**config.mk**
```make
export PLATFORM = sky130hd
export DESIGN_NAME = wb_stage_flat
export DESIGN_NICKNAME = d
export VERILOG_FILES = /design/src/rtl/wb_stage_if.sv /design/src/rtl/wb_stage.sv /design/src/flat_wrapper.sv
export SDC_FILE = /design/constraint.sdc
export NUM_CORES = 1
export LEC_CHECK = 0
export CAP_MARGIN = 40
export CORE_ASPECT_RATIO = 0.75
export CORE_MARGIN = 5
export CORE_UTILIZATION = 46
export DETAILED_ROUTE_END_ITERATION = 8
export MAX_ROUTING_LAYER = met4
export PLACE_DENSITY_LB_ADDON = 0.1
export RECOVER_POWER = 100
export SYNTH_ARGS = -nofsm -noshare
export SYNTH_HDL_FRONTEND = slang
export SYNTH_SLANG_ARGS = --single-unit
```
**constraint.sdc**
```tcl
create_clock -name clock -period 2.4 [get_ports clock]
set_input_delay 0.36 -clock clock [delete_from_list [all_inputs] [get_ports clock]]
set_output_delay 0.36 -clock clock [all_outputs]
set_load 0.005 [all_outputs]
```
**src/rtl/wb_stage_if.sv**
```systemverilog
// Writeback stage bus: memory-stage handoff, data-memory response,
// register-file write port and sticky error flags.
interface wb_stage_if #(
   parameter int XLEN = 32
);
   logic            in_valid;
   logic            in_ready;
   logic            in_reg_we;
   logic [1:0]      in_reg_sel;
   logic [2:0]      in_load_sel;
   logic [4:0]      in_rd;
   logic [XLEN-1:0] in_result;
   logic [XLEN-1:0] in_pc_plus_4;
   logic            mem_rvalid;
   logic [XLEN-1:0] mem_rdata;
   logic            rf_we;
   logic [4:0]      rf_waddr;
   logic [XLEN-1:0] rf_wdata;
   logic            retire;
   logic            err_misalign;
   logic            err_timeout;
   logic            err_spurious;

   modport master (
      output in_valid, in_reg_we, in_reg_sel, in_load_sel,
      output in_rd, in_result, in_pc_plus_4,
      output mem_rvalid, mem_rdata,
      input  in_ready, rf_we, rf_waddr, rf_wdata, retire,
      input  err_misalign, err_timeout, err_spurious
   );

   modport slave (
      input  in_valid, in_reg_we, in_reg_sel, in_load_sel,
      input  in_rd, in_result, in_pc_plus_4,
      input  mem_rvalid, mem_rdata,
      output in_ready, rf_we, rf_waddr, rf_wdata, retire,
      output err_misalign, err_timeout, err_spurious
   );
endinterface

```
**src/rtl/wb_stage.sv**
```systemverilog
// Writeback stage: selects result, waits on load response, aligns and
// extends loaded data, and issues a registered register-file write.
module wb_stage #(
   parameter int TIMEOUT_CYCLES = 16,
   parameter int XLEN           = 32
) (
   input logic    clock,
   input logic    reset_n,
   wb_stage_if.slave bus
);

   typedef enum logic {IDLE, WAIT_MEM} state_t;

   state_t          state_q, state_d;
   logic [7:0]      cnt_q, cnt_d;
   logic [4:0]      rd_q, rd_d;
   logic [2:0]      sel_q, sel_d;
   logic [1:0]      lo_q, lo_d;
   logic            we_q, we_d;
   logic            rf_we_q, rf_we_d;
   logic [4:0]      waddr_q, waddr_d;
   logic [XLEN-1:0] wdata_q, wdata_d;
   logic            retire_q, retire_d;
   logic            mis_q, mis_d;
   logic            to_q, to_d;
   logic            sp_q, sp_d;

   logic            bad_load;
   logic [7:0]      b_v;
   logic [15:0]     h_v;
   logic [XLEN-1:0] ext_v;

   // misaligned or illegal load, judged on the incoming request
   always_comb begin
      bad_load = 1'b0;
      case (bus.in_load_sel)
         3'd0:    bad_load = (bus.in_result[1:0] != 2'd0);
         3'd1,
         3'd2:    bad_load = bus.in_result[0];
         3'd3,
         3'd4:    bad_load = 1'b0;
         default: bad_load = 1'b1;
      endcase
   end

   assign b_v = bus.mem_rdata[{lo_q, 3'b000} +: 8];
   assign h_v = lo_q[1] ? bus.mem_rdata[31:16] : bus.mem_rdata[15:0];

   always_comb begin
      ext_v = bus.mem_rdata;
      case (sel_q)
         3'd1:    ext_v = {{16{h_v[15]}}, h_v};
         3'd2:    ext_v = {16'h0000, h_v};
         3'd3:    ext_v = {{24{b_v[7]}}, b_v};
         3'd4:    ext_v = {24'h000000, b_v};
         default: ext_v = bus.mem_rdata;
      endcase
   end

   always_comb begin
      state_d  = state_q;
      cnt_d    = cnt_q;
      rd_d     = rd_q;
      sel_d    = sel_q;
      lo_d     = lo_q;
      we_d     = we_q;
      rf_we_d  = 1'b0;
      waddr_d  = waddr_q;
      wdata_d  = wdata_q;
      retire_d = 1'b0;
      mis_d    = mis_q;
      to_d     = to_q;
      sp_d     = sp_q;
      unique case (state_q)
         IDLE: begin
            if (bus.mem_rvalid) sp_d = 1'b1;
            if (bus.in_valid) begin
               if (bus.in_reg_sel == 2'd1) begin
                  rd_d  = bus.in_rd;
                  sel_d = bus.in_load_sel;
                  lo_d  = bus.in_result[1:0];
                  we_d  = bus.in_reg_we;
                  if (bad_load) begin
                     retire_d = 1'b1;
                     mis_d    = 1'b1;
                  end else begin
                     state_d = WAIT_MEM;
                     cnt_d   = 8'd0;
                  end
               end else begin
                  retire_d = 1'b1;
                  rf_we_d  = bus.in_reg_we && (bus.in_rd != 5'd0);
                  if (rf_we_d) begin
                     waddr_d = bus.in_rd;
                     wdata_d = (bus.in_reg_sel == 2'd2) ?
                               bus.in_pc_plus_4 : bus.in_result;
                  end
               end
            end
         end
         WAIT_MEM: begin
            // a response in the final cycle still wins over the timeout
            if (bus.mem_rvalid) begin
               state_d  = IDLE;
               retire_d = 1'b1;
               rf_we_d  = we_q && (rd_q != 5'd0);
               if (rf_we_d) begin
                  waddr_d = rd_q;
                  wdata_d = ext_v;
               end
            end else if (cnt_q == 8'(TIMEOUT_CYCLES - 1)) begin
               state_d  = IDLE;
               retire_d = 1'b1;
               to_d     = 1'b1;
            end else begin
               cnt_d = cnt_q + 8'd1;
            end
         end
         default: state_d = IDLE;
      endcase
   end

   always_ff @(posedge clock or negedge reset_n) begin
      if (!reset_n) begin
         state_q  <= IDLE;
         cnt_q    <= '0;
         rd_q     <= '0;
         sel_q    <= '0;
         lo_q     <= '0;
         we_q     <= 1'b0;
         rf_we_q  <= 1'b0;
         waddr_q  <= '0;
         wdata_q  <= '0;
         retire_q <= 1'b0;
         mis_q    <= 1'b0;
         to_q     <= 1'b0;
         sp_q     <= 1'b0;
      end else begin
         state_q  <= state_d;
         cnt_q    <= cnt_d;
         rd_q     <= rd_d;
         sel_q    <= sel_d;
         lo_q     <= lo_d;
         we_q     <= we_d;
         rf_we_q  <= rf_we_d;
         waddr_q  <= waddr_d;
         wdata_q  <= wdata_d;
         retire_q <= retire_d;
         mis_q    <= mis_d;
         to_q     <= to_d;
         sp_q     <= sp_d;
      end
   end

   assign bus.in_ready     = (state_q == IDLE);
   assign bus.rf_we        = rf_we_q;
   assign bus.rf_waddr     = waddr_q;
   assign bus.rf_wdata     = wdata_q;
   assign bus.retire       = retire_q;
   assign bus.err_misalign = mis_q;
   assign bus.err_timeout  = to_q;
   assign bus.err_spurious = sp_q;

endmodule

```
**src/flat_wrapper.sv**
```systemverilog
// flat-port wrapper written by rule: the top's interface ports become plain ports
module wb_stage_flat 
#(
   parameter int TIMEOUT_CYCLES = 16,
   parameter int XLEN           = 32
)
  (clock, reset_n, bus_in_valid, bus_in_reg_we, bus_in_reg_sel, bus_in_load_sel, bus_in_rd, bus_in_result, bus_in_pc_plus_4, bus_mem_rvalid, bus_mem_rdata, bus_in_ready, bus_rf_we, bus_rf_waddr, bus_rf_wdata, bus_retire, bus_err_misalign, bus_err_timeout, bus_err_spurious);
  wb_stage_if #(.XLEN(XLEN)) bus_i ();
  input logic clock;
  input logic reset_n;
  input wire logic [$bits(bus_i.in_valid)-1:0] bus_in_valid;
  input wire logic [$bits(bus_i.in_reg_we)-1:0] bus_in_reg_we;
  input wire logic [$bits(bus_i.in_reg_sel)-1:0] bus_in_reg_sel;
  input wire logic [$bits(bus_i.in_load_sel)-1:0] bus_in_load_sel;
  input wire logic [$bits(bus_i.in_rd)-1:0] bus_in_rd;
  input wire logic [$bits(bus_i.in_result)-1:0] bus_in_result;
  input wire logic [$bits(bus_i.in_pc_plus_4)-1:0] bus_in_pc_plus_4;
  input wire logic [$bits(bus_i.mem_rvalid)-1:0] bus_mem_rvalid;
  input wire logic [$bits(bus_i.mem_rdata)-1:0] bus_mem_rdata;
  output wire logic [$bits(bus_i.in_ready)-1:0] bus_in_ready;
  output wire logic [$bits(bus_i.rf_we)-1:0] bus_rf_we;
  output wire logic [$bits(bus_i.rf_waddr)-1:0] bus_rf_waddr;
  output wire logic [$bits(bus_i.rf_wdata)-1:0] bus_rf_wdata;
  output wire logic [$bits(bus_i.retire)-1:0] bus_retire;
  output wire logic [$bits(bus_i.err_misalign)-1:0] bus_err_misalign;
  output wire logic [$bits(bus_i.err_timeout)-1:0] bus_err_timeout;
  output wire logic [$bits(bus_i.err_spurious)-1:0] bus_err_spurious;
  assign bus_i.in_valid = bus_in_valid;
  assign bus_i.in_reg_we = bus_in_reg_we;
  assign bus_i.in_reg_sel = bus_in_reg_sel;
  assign bus_i.in_load_sel = bus_in_load_sel;
  assign bus_i.in_rd = bus_in_rd;
  assign bus_i.in_result = bus_in_result;
  assign bus_i.in_pc_plus_4 = bus_in_pc_plus_4;
  assign bus_i.mem_rvalid = bus_mem_rvalid;
  assign bus_i.mem_rdata = bus_mem_rdata;
  assign bus_in_ready = bus_i.in_ready;
  assign bus_rf_we = bus_i.rf_we;
  assign bus_rf_waddr = bus_i.rf_waddr;
  assign bus_rf_wdata = bus_i.rf_wdata;
  assign bus_retire = bus_i.retire;
  assign bus_err_misalign = bus_i.err_misalign;
  assign bus_err_timeout = bus_i.err_timeout;
  assign bus_err_spurious = bus_i.err_spurious;
  wb_stage #(.TIMEOUT_CYCLES(TIMEOUT_CYCLES), .XLEN(XLEN)) u_core (.clock(clock), .reset_n(reset_n), .bus(bus_i));
endmodule
```
==> impl_metrics.json, run 1 <==
{
  "outcome": "finished clean",
  "crit_required_ns": 2.59,
  "pwr-share-seq": 0.356,
  "path_class": "in2reg",
  "r2r_setup_slack_ns": 0.16,
  "powerDensity_nw_per_um2": 686.2,
  "die_w_um": 122.6,
  "path_max_fanout": 11,
  "utilization": 0.6883,
  "combPwrFrac": 0.363,
  "port_buffers": 153,
  "whs_endpoint": "u_core.bus.err_misalign",
  "p_leak_nw": 2.612,
  "synth_top_area_cell": "dfrtp_1",
  "synth-seq-area-share": 0.3545,
  "cts_tree": "yes",
  "max_freq_mhz": 445.0,
  "grt_setup_unrepaired": "false",
  "worstRegToRegCells": 5,
  "arrival_ns": 2.44,
  "clkTransAtPathRegs_ns": 0.05,
  "maxSlewViolCount": 0,
  "ys.flop_type": "dfrtp_1",
  "maxCapViolCount": 0,
  "cts_root_buf": "clkbuf_16",
  "post-route-period-util": 0.9364,
  "grt_pass1_wl_um": 23100,
  "detail_route.wl_per_cell_um": 19.22,
  "end_kind": "flop",
  "multiInputGateArea_sq_um": 2610,
  "p_sw_frac": 0.3298,
  "dieArea_sq_um": 11590,
  "finalSetupViolCount": 0,
  "min_from": "u_core.bus.err_misalign",
  "drive_gt1_frac": 0.1328,
  "diodes": 0,
  "drtAntennaViolNets": 0,
  "p_int_mw": 2.899,
  "ys_ff_latch": 62,
  "finish.instance_area_sq_um": 6304,
  "vias_per_cell": 5.813,
  "peakVddDrop_mv": 0.4896,
  "switchingPower_mw": 1.427,
  "synth_cell_type_count": 49,
  "h-tree-depth": 3,
  "syn_area_sq_um": 4377,
  "io_pins": 154,
  "syn2layout_area_growth_pct": 44.03,
  "hold_class": "reg2reg",
  "worstMarginPinSlew_ns": 1.050,
  "p_clk_frac": 0.281,
  "fillers": 754,
  "place_hpwl_um": 11510,
  "async_flop_share": 1.000,
  "grt_antenna_before_repair": 0,
  "hold_viol_final": 0,
  "synth.yosys.warnings": 0,
  "drt-total-wl_um": 14760,
  "seq_area_sq_um": 1551,
  "rows": 30,
  "final.setup_skew_ns": 0.008272,
  "min_path_cells": 1,
  "cp-startpoint": "bus_in_rd[2]",
  "regToRegEndpoint": "u_core.bus.rf_waddr[4]",
  "syn-num-nets": 609,
  "clk_latency_ns": 0.33,
  "cts_buffers": 9,
  "nets": 748,
  "cts_buffer_depth": 2,
  "clock_sinks": 62,
  "synth_top_area_frac": 0.3545,
  "num_vias": 4464,
  "grt_overflow": 0,
  "placed_cell_area_sq_um": 6043,
  "start_kind": "input pin",
  "fin_crit_ns": 2.247,
  "slew_headroom": 0.3001,
  "setup_tns_ns": 0,
  "core_sq_um": 9159,
  "netlist_instances": 497,
  "synth-edff-count": 0,
  "r2r-start": "u_core.rd_q[2]",
  "synthTopCellsByArea": "dfrtp_1 (35%), mux2_2 (6.9%), nand2_1 (6.5%)",
  "syn_avg_cell_area_sq_um": 8.806,
  "first_iter_violations": 321,
  "die_h_um": 94.48,
  "grtUsageTotal": 0.2642,
  "start_util": 0.4779,
  "dr.pass1.iters": 5,
  "grt_max_degree": 33,
  "place.gp.congestion": 0.8536,
  "first_global_vias": 4365,
  "route.detailed.drc": 0
}
==> through the flow <==
| step | setup slack, ns | cells | power (mW) | hold WS [ns] |
|---|---|---|---|---|
| CTS | 0.2703 | 768 | 4.428 | 0.4277 |
| global route | 0.03690 | 768 | 4.589 | 0.4594 |
| finish | 0.1527 | 768 | 4.325 | 0.4508 |
| global placement | 0.1583 | 752 | 3.146 | 0.2406 |
| detailed placement | 0.07294 | 752 | 3.202 | 0.2439 |
| floorplan | 0.6918 | 497 | 2.366 | 0.06441 |
==> power by group through the flow <==
stage          Combinational [mW]  Clock [mW]  Sequential [mW]
6_report                     1.57        1.22             1.54
5_1_grt                      1.72        1.29             1.58
4_1_cts                      1.65        1.23             1.54
3_5_place_dp                 1.64           0             1.56
3_3_place_gp                 1.60           0             1.55
2_1_floorplan               0.894           0             1.47
==> worst max path at each step <==
stage          cells after the start  slack [ns]                       to
2_1_floorplan                      6        0.69  u_core.bus.rf_wdata[17]
3_3_place_gp                       6        0.16  u_core.bus.rf_wdata[10]
3_5_place_dp                       6        0.07   u_core.bus.rf_wdata[2]
4_1_cts                            4        0.27  u_core.bus.rf_wdata[18]
5_1_grt                            5        0.04   u_core.bus.rf_waddr[4]
6_report                           6        0.15   u_core.bus.rf_waddr[4]
==> synth_stat cells (5+ instances only) <==
master / instances
o211ai_1: 10
a2bb2oi_1: 8
clkbuf_1: 27
o31ai_2: 8
o21ai_0: 36
nand2_1: 76
or3_1: 9
a31oi_1: 8
mux2i_1: 6
and3_1: 35
inv_1: 6
dfrtp_1: 62
nand3_1: 40
o31ai_1: 25
nor2b_1: 12
o21ai_1: 7
and4_1: 16
nor2_1: 5
or4b_1: 6
a221oi_2: 8
mux2_2: 27
buf_4: 6
buf_2: 11
==> metal layers <==
layer	routed length [um]	GRT usage
met3	1119	0.05749
met1	7004	0.3757
met2	6524	0.3859
met5	0	-
met4	111	0.05965
==> registers in the layout, indices dropped and copies added, names as in the netlist <==
name and cells:
u_core.bus.rf_wdata 32, u_core.state_q 1, u_core.bus.err_spurious 1, u_core.rd_q 5, u_core.sel_q 3, u_core.lo_q 2
u_core.bus.rf_we 1, u_core.bus.rf_waddr 5, u_core.bus.err_misalign 1, u_core.bus.err_timeout 1, u_core.we_q 1, u_core.cnt_q 8
u_core.bus.retire 1
==> layout by cell type (no fill, tap or decap), drive strengths merged, types with 2 or more instances in the layout <==
cell type / count
nand2b: 4
clkdlybuf4s50: 107
o21ai: 43
nor2b: 13
mux2: 27
nor3: 2
dfrtp: 62
o2111ai: 2
or3: 9
nand4: 3
o211ai: 10
clkinv: 3
o2bb2ai: 2
or4b: 10
o21a: 2
nand3: 40
buf: 14
a31oi: 8
and4: 16
and3: 35
xor2: 3
a221oi: 8
nor2: 6
dlygate4sd3: 46
o31ai: 34
or4: 2
mux2i: 6
inv: 6
nand2: 76
o22ai: 2
clkbuf: 18
a21o: 3
a2bb2oi: 8
==> critical path: stages <==
cell and delay (ns):
clkdlybuf4s50_1 0.45, or4_1 0.60, o2111ai_4 0.23, and2_0 0.26, clkbuf_1 0.38, o21ai_0 0.16
==> logic make-up (layout without fill, tap and decap cells) <==
logic type / count (synthesis) / after routing / synth area share
simple gates: 220 / 220 / 0.2790
flops: 62 / 62 / 0.3545
fa+ha+maj: 1 / 1 / 0.002858
buf+inv: 51 / 194 / 0.05374
mux: 33 / 33 / 0.08319
compound gates: 127 / 127 / 0.2207
xor+xnor: 3 / 3 / 0.006005
==> layout make-up <==
class                           instances  area share
Inverter                                6    0.003573
Sequential cell                        62      0.2461
Clock buffer                           12     0.04228
Tap cell                              128     0.02541
Timing Repair Buffer                  173      0.2656
Clock inverter                          3    0.002977
Multi-Input combinational cell        384      0.4141
==> timing repair <==
| action | CTS | global route |
|---|---|---|
| setup buffers | 0 | 0 |
| hold endpoints to repair | 9 | 0 |
| resized for setup | 0 | 1 |
| setup endpoints to repair | 0 | 1 |
| hold buffers | 1 | 0 |
(Power assumes the default switching activity.)
==> run 2: changes to the inputs <==
- GPL_ROUTABILITY_DRIVEN: unset -> 0
==> run 2 against run 1 <==
  * The run now ends with max-capacitance violations, max-slew violations left
  * Final cell count stayed put
  * Highest routed layer unchanged
  * Clock-buffer cell count decreased by 2
  * Die area unchanged
==> impl_metrics.json, run 2 (synthesis results as in run 1) <==
{
  "vias_per_cell": 5.802,
  "setup_tns_ns": 0,
  "detail_route.wl_per_cell_um": 18.79,
  "maxCapViolCount": 1,
  "slew_headroom": -0.02481,
  "die_h_um": 94.48,
  "clkTransAtPathRegs_ns": 0.06,
  "start_kind": "input pin",
  "drt-total-wl_um": 14430,
  "cts_tree": "yes",
  "clock_sinks": 62,
  "path_max_fanout": 5,
  "fin_crit_ns": 2.169,
  "drive_gt1_frac": 0.1281,
  "layout_commonest_cell": "clkdlybuf4s50_1",
  "cts_buffer_depth": 2,
  "path_class": "in2reg",
  "hold_class": "reg2reg",
  "grt_max_degree": 63,
  "worstRegToRegCells": 4,
  "grt_overflow": 0,
  "placed_cell_area_sq_um": 6056,
  "grt_pass1_wl_um": 22390,
  "die_w_um": 122.6,
  "finalSetupViolCount": 0,
  "first_iter_violations": 304,
  "powerDensity_nw_per_um2": 731.1,
  "hold_viol_final": 0,
  "grt_setup_unrepaired": "false",
  "dieArea_sq_um": 11590,
  "cts_root_buf": "clkbuf_16",
  "route.detailed.drc": 0,
  "violations": "max-capacitance violations, max-slew violations",
  "worstMarginPinSlew_ns": 1.537,
  "drtAntennaViolNets": 0,
  "start_util": 0.4779,
  "crit_required_ns": 2.64,
  "cts_buffers": 9,
  "post_cts_buffers": 0,
  "num_vias": 4456,
  "r2r_setup_slack_ns": 0.29,
  "r2r-start": "u_core.sel_q[0]",
  "rows": 30,
  "maxSlewViolCount": 63,
  "port_buffers": 153,
  "holdBufCountCts": 0,
  "regToRegEndpoint": "u_core.bus.rf_wdata[22]",
  "route.met2.wl_um": 6408,
  "peakVddDrop_mv": 0.4482,
  "wirelength_met1_um": 6840,
  "fillers": 773,
  "outcome": "finished with violations",
  "grt_antenna_before_repair": 0,
  "clk_latency_ns": 0.33,
  "first_global_vias": 4192,
  "finalNonFillerCells": 768,
  "grtUsageTotal": 0.2522,
  "min_from": "u_core.bus.err_misalign",
  "utilization": 0.6929,
  "post_cts_resized": 0,
  "p_leak_nw": 2.641,
  "final.setup_skew_ns": 0.005993,
  "dr.pass1.iters": 4,
  "largest_register_ffs": 32,
  "finish.instance_area_sq_um": 6346,
  "place_hpwl_um": 10910,
  "syn2layout_area_growth_pct": 45.00,
  "fin_ws_ns": 0.2307,
  "top_layer_used": "met4",
  "arrival_ns": 2.41,
  "diodes": 0,
  "post-route-period-util": 0.9039,
  "end_kind": "flop",
  "io_pins": 154,
  "dp_slack_ns": 0.06639,
  "h-tree-depth": 3,
  "core_sq_um": 9159,
  "final_cell_mix": "clkdlybuf4s50_1 (106), nand2_1 (76), dfrtp_1 (62)",
  "finalHoldWorstSlack_ns": 0.4567,
  "nets": 747,
  "min_path_cells": 1,
  "whs_endpoint": "u_core.bus.err_misalign",
  "dp.cells": 752,
  "met3_wirelength_um": 1067,
  "power.total_mw": 4.639,
  "max_freq_mhz": 461.0
}
## run 2: critical path, cell delays in order
cell and delay (ns):
dlygate4sd3_1 0.58, or4b_2 0.67, o211ai_1 0.23, o21ai_0 0.32
o2bb2ai_1 0.25
## run 2: how the worst max path moves through the flow
stage                                   from                       to  slack (ns)  cells past startpoint
after floorplan                 bus_in_rd[2]  u_core.bus.rf_wdata[17]        0.69                      6
after global placement          bus_in_rd[2]  u_core.bus.rf_wdata[12]        0.11                      6
after detailed placement        bus_in_rd[2]  u_core.bus.rf_wdata[10]        0.07                      6
after CTS                    u_core.sel_q[2]   u_core.bus.rf_wdata[2]        0.36                      5
after global routing         u_core.sel_q[0]  u_core.bus.rf_wdata[16]        0.09                      4
final                     bus_in_load_sel[1]          u_core.cnt_q[5]        0.23                      5
## run 2: layout make-up
cell class	instances	area (sq um)	share of cell area
Multi-Input combinational cell	384	2575	0.4058
Clock inverter	6	117.6	0.01853
Inverter	6	22.52	0.003549
Timing Repair Buffer	172	1680	0.2648
Sequential cell	62	1551	0.2445
Clock buffer	10	239.0	0.03766
Tap cell	128	160.2	0.02524
## run 2: power breakdown
part	internal [mW]	switching [mW]	leakage [nW]	total [mW]
registers	1.29	0.235	0.768	1.53
clock network	1.05	0.495	0.171	1.55
logic	0.828	0.736	1.70	1.56
total	3.17	1.47	2.64	4.64
## run 2: routing by layer
layer,GRT usage,vias to the layer above
met2,0.3763,178
met5,-,-
li1,-,2147
met4,0.05405,0
met1,0.3593,2119
met3,0.04551,12
